<file path="src/rtl/pipe_pkg.sv">
`default_nettype none
// ============================================================================
//  Module   : pipe_pkg
//  Purpose  : Shared definitions for the pipeline stage registers: skid-stage
//             state encoding and the packed per-stage control/data bundles
//             whose widths are used as the WIDTH parameter of pipe_stage_reg.
//  Revision : 1.0  initial release
// ============================================================================
package pipe_pkg;

    // Occupancy state of a stage register (number of held entries).
    localparam logic [1:0] ST_EMPTY = 2'd0;
    localparam logic [1:0] ST_ONE   = 2'd1;
    localparam logic [1:0] ST_TWO   = 2'd2;

    typedef logic [1:0] stateT;

    // Decode -> execute bundle.
    typedef struct packed {
        logic        regWrite;
        logic        memRead;
        logic        memWrite;
        logic        aluSrcImm;
        logic [3:0]  aluOp;
        logic [4:0]  rd;
        logic [31:0] rs1Val;
        logic [31:0] rs2Val;
        logic [31:0] imm;
    } idExT;

    // Execute -> memory bundle.
    typedef struct packed {
        logic        regWrite;
        logic        memRead;
        logic        memWrite;
        logic [4:0]  rd;
        logic [31:0] aluResult;
        logic [31:0] storeData;
    } exMemT;

    // Memory -> writeback bundle.
    typedef struct packed {
        logic        regWrite;
        logic [4:0]  rd;
        logic [31:0] wbData;
    } memWbT;

    localparam int ID_EX_W  = $bits(idExT);
    localparam int EX_MEM_W = $bits(exMemT);
    localparam int MEM_WB_W = $bits(memWbT);

endpackage
`default_nettype wire

</file>
<file path="src/rtl/sat_counter.sv">
`default_nettype none
// ============================================================================
//  Module   : sat_counter
//  Purpose  : Event counter that sticks at all-ones instead of wrapping.
//  Ports    : clk   - clock, rising edge
//             reset - asynchronous active-high reset (count -> 0)
//             inc   - count one event this cycle
//             clr   - synchronous clear (wins over inc)
//             cnt   - current count, W bits
//  Revision : 1.0  initial release
// ============================================================================
module sat_counter #(
    parameter int W = 16
) (
    input  logic         clk,
    input  logic         reset,
    input  logic         inc,
    input  logic         clr,
    output logic [W-1:0] cnt
);

    logic [W-1:0] r_cnt;

    always_ff @(posedge clk or posedge reset) begin
        if (reset) begin
            r_cnt <= '0;
        end else if (clr) begin
            r_cnt <= '0;
        end else if (inc && (r_cnt != {W{1'b1}})) begin
            r_cnt <= r_cnt + 1'b1;
        end
    end

    assign cnt = r_cnt;

endmodule
`default_nettype wire

</file>
<file path="src/rtl/pipe_stage_reg.sv">
`default_nettype none
// ============================================================================
//  Module   : pipe_stage_reg
//  Purpose  : Generic pipeline stage register with valid/ready handshake,
//             optional 2-entry skid buffer, synchronous flush that inserts a
//             bubble (CLEAR_VALUE) and saturating stall/flush counters.
//  Ports    : clk, reset             - clock / async active-high reset
//             flush_i                - synchronous flush, kills held entries
//             in_valid/in_ready/in_data    - upstream handshake + payload
//             out_valid/out_ready/out_data - downstream handshake + payload
//             stall_cnt              - cycles with out_valid & !out_ready
//             flush_cnt              - flushes that killed a valid entry
//  Revision : 1.0  initial release
// ============================================================================
module pipe_stage_reg
    import pipe_pkg::*;
#(
    parameter int               WIDTH       = 32,
    parameter logic [WIDTH-1:0] CLEAR_VALUE = {WIDTH{1'b0}},
    parameter int               SKID        = 1,
    parameter int               CNT_W       = 16
) (
    input  logic             clk,
    input  logic             reset,
    input  logic             flush_i,
    input  logic             in_valid,
    output logic             in_ready,
    input  logic [WIDTH-1:0] in_data,
    output logic             out_valid,
    input  logic             out_ready,
    output logic [WIDTH-1:0] out_data,
    output logic [CNT_W-1:0] stall_cnt,
    output logic [CNT_W-1:0] flush_cnt
);

    stateT            r_state;
    stateT            w_nextState;
    logic [WIDTH-1:0] r_main;
    logic [WIDTH-1:0] r_skid;
    logic [WIDTH-1:0] w_nextMain;
    logic [WIDTH-1:0] w_nextSkid;
    logic             w_inReady;
    logic             w_outValid;
    logic             w_accept;
    logic             w_issue;

    assign w_outValid = (r_state != ST_EMPTY);
    assign w_accept   = in_valid & w_inReady;
    assign w_issue    = w_outValid & out_ready;

    always_ff @(posedge clk or posedge reset) begin
        if (reset) begin
            r_state <= ST_EMPTY;
            r_main  <= CLEAR_VALUE;
            r_skid  <= CLEAR_VALUE;
        end else begin
            r_state <= w_nextState;
            r_main  <= w_nextMain;
            r_skid  <= w_nextSkid;
        end
    end

    // Whenever an entry leaves, its register is reloaded with CLEAR_VALUE so
    // out_data is a clean bubble whenever out_valid is low.
    always_comb begin
        w_nextState = r_state;
        w_nextMain  = r_main;
        w_nextSkid  = r_skid;
        if (flush_i) begin
            w_nextState = ST_EMPTY;
            w_nextMain  = CLEAR_VALUE;
            w_nextSkid  = CLEAR_VALUE;
        end else begin
            case (r_state)
                ST_EMPTY: begin
                    if (w_accept) begin
                        w_nextState = ST_ONE;
                        w_nextMain  = in_data;
                    end
                end
                ST_ONE: begin
                    if (w_accept && !w_issue) begin
                        w_nextState = ST_TWO;
                        w_nextSkid  = in_data;
                    end else if (w_issue && !w_accept) begin
                        w_nextState = ST_EMPTY;
                        w_nextMain  = CLEAR_VALUE;
                    end else if (w_issue && w_accept) begin
                        w_nextMain  = in_data;
                    end
                end
                ST_TWO: begin
                    if (w_issue) begin
                        w_nextState = ST_ONE;
                        w_nextMain  = r_skid;
                        w_nextSkid  = CLEAR_VALUE;
                    end
                end
                default: begin
                    w_nextState = ST_EMPTY;
                    w_nextMain  = CLEAR_VALUE;
                    w_nextSkid  = CLEAR_VALUE;
                end
            endcase
        end
    end

    // With the skid buffer, in_ready is registered from the next occupancy so
    // out_ready never reaches in_ready combinationally. Without it, in_ready
    // is combinational and the stage never holds more than one entry.
    generate
        if (SKID != 0) begin : g_skid
            logic r_inReady;
            always_ff @(posedge clk or posedge reset) begin
                if (reset) begin
                    r_inReady <= 1'b1;
                end else begin
                    r_inReady <= (w_nextState != ST_TWO);
                end
            end
            assign w_inReady = r_inReady;
        end else begin : g_noSkid
            assign w_inReady = !w_outValid | out_ready;
        end
    endgenerate

    sat_counter #(.W(CNT_W)) u_stallCnt (
        .clk   (clk),
        .reset (reset),
        .inc   (w_outValid & !out_ready),
        .clr   (1'b0),
        .cnt   (stall_cnt)
    );

    sat_counter #(.W(CNT_W)) u_flushCnt (
        .clk   (clk),
        .reset (reset),
        .inc   (flush_i & w_outValid),
        .clr   (1'b0),
        .cnt   (flush_cnt)
    );

    assign in_ready  = w_inReady;
    assign out_valid = w_outValid;
    assign out_data  = r_main;

endmodule
`default_nettype wire

</file>
<file path="config.mk">
export PLATFORM = sky130hd
export DESIGN_NAME = pipe_stage_reg
export DESIGN_NICKNAME = d
export VERILOG_FILES = /design/src/rtl/pipe_pkg.sv /design/src/rtl/sat_counter.sv /design/src/rtl/pipe_stage_reg.sv
export SDC_FILE = /design/constraint.sdc
export NUM_CORES = 1
export LEC_CHECK = 0
export CAP_MARGIN = 40
export CORE_MARGIN = 3
export CORE_UTILIZATION = 30
export CTS_CLUSTER_DIAMETER = 150
export DETAILED_ROUTE_END_ITERATION = 7
export GPL_TIMING_DRIVEN = 0
export PLACE_DENSITY = 0.52
export SLEW_MARGIN = 20
export SYNTH_ARGS = -nofsm -noshare
export SYNTH_HDL_FRONTEND = slang
export SYNTH_SLANG_ARGS = --single-unit
</file>
<file path="constraint.sdc">
create_clock -name clk -period 4.23 [get_ports clk]
set_clock_uncertainty 0.15 [all_clocks]
set_input_delay 0.846 -clock clk [delete_from_list [all_inputs] [get_ports clk]]
set_output_delay 0.846 -clock clk [all_outputs]
set_load 0.05 [all_outputs]
</file>
==> results.toml, run 1 <==
[run_status]
status = "finished clean"

[cts]
clkSinkCount = 99
clockRootBuffer = "clkbuf_16"
cts_setup_buffers = 0
holdBufCountCts = 0
insertion_delay_ns = 0.34
cts_max_level = 3
cts_buffers = 9
clk_pin_slew_worst_paths_ns = 0.07
cts_tree = "done"
clk_path_buf_depth = 2
cts-resized-gates = 0

[synthesis]
ys_types = 47
yosysWarnings = 0
ys_ff_latch = 99
synth_area_leaders = "dfrtp_1, mux2i_1, o2bb2ai_1"
synth_xor_area_share_pct = 3.98
netlist_area_mm2 = 0.00462
synth_top_family_by_area = "compound AO/OA/AOI/OAI gates"
yosysTopAreaCellShare_pct = 53.1
ys.flop_type = "dfrtp_1"
synth_mux_area_share_pct = 8.15
syn-num-nets = 469
synth_fa_ha_area_share_pct = 0.541
synth_compound_area_share_pct = 14.5
netlist_instances = 430
synth_edf_count = 0
yosysSeqAreaShare_pct = 53.6
yosysTopAreaCell = "dfrtp_1"
async_flop_share_pct = 100
synthSimpleGateAreaFrac_pct = 13.8
syn_avg_cell_area_um2 = 10.7

[detailed_routing]
drt-initial-drc-count = 194
route.detailed.drc = 0
wire_per_inst_um = 16.5
vias_per_cell = 5.02
dr_wl_met2_mm = 5.66
dr.pass1.iters = 4
wl_met1_mm = 5.73
ant_nets = 0
wl_met3_um = 499
top_layer = "met4"
via_count = 3674
routed_wl_mm = 12.1

[power_and_ir_drop]
cellLeakagePower_uw = 0.00265
irDropWorstVdd_mv = 0.257
power_frac_clock_pct = 31.1
p_sw_uw = 911
combPwrFrac_pct = 26.6
power.internal_uw = 1770
p_seq_share_pct = 42.3
p_per_area_mw_per_mm2 = 433
p_sw_share_pct = 34.0

[sta]
hold_viol_final = 0
drv_slew = 0
finalSetupTns_ns = 0
setup_viol = 0
maxSlewHeadroom_pct = 62.2
grt_setup_unrepaired = "no"
worstMarginPinSlew_ns = 0.567
max_freq_ghz = 0.339
fin_ws_ns = 1.28
finalCritPeriodShare_pct = 69.7
post-route-min-period_ns = 2.95

[hold_path]
holdPathStages = 1
hp-start = "out_data[20]"
min_to = "out_data[20]"
holdCritPathClass = "reg2reg"

[global_route]
grt_pass1_wl_mm = 19.6
antenna_found_initial = 0
grt-ovfl-total = 0
grt_max_degree = 52
grt_pass1_vias = 3709
track_usage_pct = 14.7

[critical_path]
end_kind = "output pin"
reg2reg_depth = 6
crit_type = "reg2out"
arrival_ns = 1.95
cp-start-kind = "register"
r2r_start = "r_state[0]"
rrSetupSlack_ns = 2.05
reg2reg_to = "out_data[29]"
path_cells = "buf_2 > or2_2 > clkdlybuf4s50_1"
path_max_fanout = 10
critPathMaxStageDelay_ns = 0.70
cp.required_ns = 3.23
crit_slowest_cell = "clkdlybuf4s50_1"

[floorplanning]
die_h_um = 130
rows = 44
dieArea_mm2 = 0.0169
fp.dieW_um = 130
core_mm2 = 0.0148
top_level_ports = 103
start_util_pct = 31.2

[final_layout]
layout-drive-gt1-share_pct = 5.47
syn_to_final_growth_pct = 33.8
final_common_cell = "clkdlybuf4s50_1"
num_antenna_cells = 0
fin_cells = 732
num-nets-final = 582
layout_common_cells = "clkdlybuf4s50_1, dfrtp_1, nand2_1, inv_1"

[placement]
io_buffer_count = 101
dpl.cell_count = 716
dp_hpwl_mm = 8.32
pre_cts_ws_ns = 1.05
gp_congestion = 0.767

[job]
cap_viol_max_count = 0
## sequential cells by signal (all words and copies together), names as in the netlist
signal          cells
r_skid             32
u_stallCnt.cnt     16
u_flushCnt.cnt     16
in_ready            1
out_data           32
r_state             2
## worst max-delay path by stage
stage,from,to,slack [ns],depth (start not counted)
after floorplan,reset,out_data[0],0.65,1
after global placement,reset,r_skid[11],-1.08,2
after detailed placement,out_ready,out_data[3],1.05,7
after CTS,r_state[0],out_valid,1.23,3
after global routing,r_state[1],out_valid,1.19,3
final,r_state[1],out_valid,1.28,3
## cells by family (layout without fill, tap and decap cells)
family          after synthesis  in the layout
simple gates                122            122
flops                        99             99
compound gates               87             87
buf+inv                      62            180
mux                          37             37
xor+xnor                     21             21
fa+ha+maj                     2              2
## layer usage
layer / track usage (%) / up-vias
met5: 0 / -
li1: - / 1759
met3: 3.77 / 9
met2: 23.5 / 71
met4: 4.58 / 0
met1: 19.6 / 1835
## per-stage QoR
step / hold WS, ns / instance area, µm² / power (µW) / util, %
floorplan: 0.348 / 4620 / 1590 / -
global placement: 0.322 / 5860 / 1860 / 39.6
detailed placement: 0.323 / 5900 / 1870 / 39.8
CTS: 0.343 / 6180 / 2720 / 41.8
global route: 0.358 / 6180 / 2810 / 41.8
finish: 0.335 / 6180 / 2680 / 41.8
## cells in the mapped netlist (3+ instances only)
cell type	instances
nand2b_1	4
inv_1	37
buf_4	3
mux2_1	4
and4_1	4
nand3_1	14
clkbuf_1	15
buf_2	4
mux2i_1	32
nand4_1	15
a31oi_1	4
nand2_1	44
nor2_1	10
and3_1	6
dfrtp_1	98
nor3_1	9
xor2_1	9
xnor2_1	12
o2bb2ai_1	32
a22oi_1	32
buf_1	3
o21ai_0	3
a21oi_1	5
## power by group through the flow
stage	combinational, µW	clock, µW	sequential (µW)
after floorplan	202	0	1390
after global placement	710	0	1150
after detailed placement	719	0	1150
after CTS	722	860	1130
after global routing	759	900	1150
final	711	833	1130
## final cells by class
type | count | area (µm²)
plain buffers | 25 | 110
clock buffers | 14 | 254
clock inverters | 2 | 35.0
fillers | 1431 | 8620
inverters | 37 | 144
multi-input cells | 269 | 1890
flip-flops and latches | 99 | 2480
well taps | 184 | 230
repair buffers | 102 | 1040
## worst max-delay path: cells and delay by family, from the launching register on
| kind | cells | cell delay (ns) |
|---|---|---|
| buf+inv | 2 | 0.90 |
| flops | 1 | 0.43 |
| simple gates | 1 | 0.29 |
Power figures use the tool's default switching activity.
==> inputs of run 2 (changes only) <==
- PLACE_DENSITY: 0.52 -> 0.54
- clock period: 4.23 -> 2.56 ns (I/O delays scaled with it)
==> results.toml, run 2 (synthesis results as in run 1) <==
[sta]
finalSetupTns_ns = 0
hold_ws_ns = 0.317
fin_ws_ns = 0.126
drv_slew = 0
grt_setup_unrepaired = "no"
hold_viol_final = 0
worstMarginPinSlew_ns = 0.589
post-route-min-period_ns = 2.43
max_freq_ghz = 0.411
maxSlewHeadroom_pct = 60.8
setup_viol = 0
finalCritPeriodShare_pct = 95.1

[cts]
holdBufCountCts = 0
clockRootBuffer = "clkbuf_16"
clkSinkCount = 99
cts_tree = "done"
clk_path_buf_depth = 2
clk_pin_slew_worst_paths_ns = 0.07
cts_buffers = 9
cts_max_level = 3
insertion_delay_ns = 0.35

[detailed_routing]
wire_per_inst_um = 16.4
route.detailed.drc = 0
dr.pass1.iters = 4
routed_wl_mm = 12.0
vias_per_cell = 5.07
via_count = 3718
ant_nets = 0
drt-initial-drc-count = 234

[critical_path]
r2r_start = "in_ready"
path_delay_family = "buffers and inverters"
cp-start-kind = "input port"
critPathBufInv = 3
crit_start = "out_ready"
cp.required_ns = 2.68
path_cells = "clkdlybuf4s50_1 > clkbuf_1 > a21oi_1 > o21ai_1 > a21oi_1 > clkbuf_1 > o2bb2ai_1"
arrival_ns = 2.56
crit_slowest_cell = "a21oi_1"
critPathMaxStageDelay_ns = 0.47
crit_type = "in2reg"
end_kind = "register"
path_max_fanout = 10

[run_status]
status = "finished clean"

[final_layout]
syn_to_final_growth_pct = 35.0
layout-drive-gt1-share_pct = 6.73
final_common_cell = "clkdlybuf4s50_1"
num-nets-final = 584
layout_common_cells = "clkdlybuf4s50_1, dfrtp_1, nand2_1, inv_1"
stdcell_area_mm2 = 0.00624
n_fill_cell = 1394
num_antenna_cells = 0

[floorplanning]
top_level_ports = 103
core_mm2 = 0.0148
rows = 44
die_h_um = 130
fp.dieW_um = 130
dieArea_mm2 = 0.0169
start_util_pct = 31.2

[power_and_ir_drop]
p_sw_uw = 1540
irDropWorstVdd_mv = 0.393
cellLeakagePower_uw = 0.00267
power_uw = 4470
combPwrFrac_pct = 26.4
power_frac_clock_pct = 31.7
power.internal_uw = 2930
p_sw_share_pct = 34.5
p_seq_share_pct = 42.0
p_per_area_mw_per_mm2 = 717

[global_route]
grt_max_degree = 34
grt-ovfl-total = 0
grt_pass1_vias = 3785
grt_pass1_wl_mm = 19.9
antenna_found_initial = 0
track_usage_pct = 14.8

[placement]
dp_hpwl_mm = 8.46
io_buffer_count = 101
placed_area_mm2 = 0.00593
pre_cts_ws_ns = -0.248
gp_congestion = 0.785

[job]
cap_viol_max_count = 0

[hold_path]
holdCritPathClass = "in2async"
## run 2: changes by cell type in the layout (fill, tap and decap cells not counted)
cell             delta
clkbuf_2            +1
clkinvlp_4          +2
clkdlybuf4s50_1     -1
clkbuf_1            -5
dlygate4sd2_1       +1
clkinv_2            -1
buf_12              +3
buf_16              -1
clkinv_4            +3
## run 2: repair_timing
item                       4_1_cts  5_1_grt
gates resized for setup          1        2
pin swaps                        0        0
buffers inserted                 0        0
setup endpoints to repair        1       10
## run 2: final timing paths
| path | to | slack (ns) | cells after the start |
|---|---|---|---|
| worst max-delay path | out_data[20] | 0.13 | 7 |
| worst min-delay path | u_flushCnt.cnt[15] | 0.32 | 2 |
| worst max register to register | out_data[0] | 0.36 | 5 |
| worst min register to register | out_data[1] | 0.34 | 1 |
| max in group asynchronous | out_data[28] | 1.23 | 4 |
| min in group clk | out_data[1] | 0.34 | 1 |
## run 2: worst register-to-register path: stages, from the launching register on
cell and delay [ns]:
dfstp_2 0.55, nand2_1 0.12, a31oi_1 0.49, clkbuf_1 0.49
a22oi_1 0.13, o2bb2ai_1 0.19
## run 2: final cells by class
type	count	area [µm²]	area share [%]
plain buffers	25	111	1.79
well taps	184	230	3.69
clock buffers	10	239	3.83
flip-flops and latches	99	2480	39.7
repair buffers	104	1070	17.1
clock inverters	6	72.6	1.16
multi-input cells	269	1890	30.4
inverters	37	143	2.29
## run 2: power groups by stage
stage	logic [µW]	registers [µW]	clock network, µW
4_1_cts	1200	1880	1480
6_report	1180	1880	1420
2_1_floorplan	335	2300	0
3_3_place_gp	1170	1900	0
5_1_grt	1260	1900	1550
3_5_place_dp	1200	1900	0
## run 2: layer usage
| metal | track usage [%] | wire [µm] |
|---|---|---|
| met3 | 4.26 | 653 |
| met4 | 2.93 | 108 |
| met1 | 20.1 | 5550 |
| met2 | 23.7 | 5720 |
| met5 | 0 | 0 |
## run 2: through the flow
step / util [%] / cells
floorplan: - / 430
global placement: 39.6 / 715
detailed placement: 40.0 / 718
CTS: 42.1 / 734
global route: 42.1 / 734
finish: 42.1 / 734
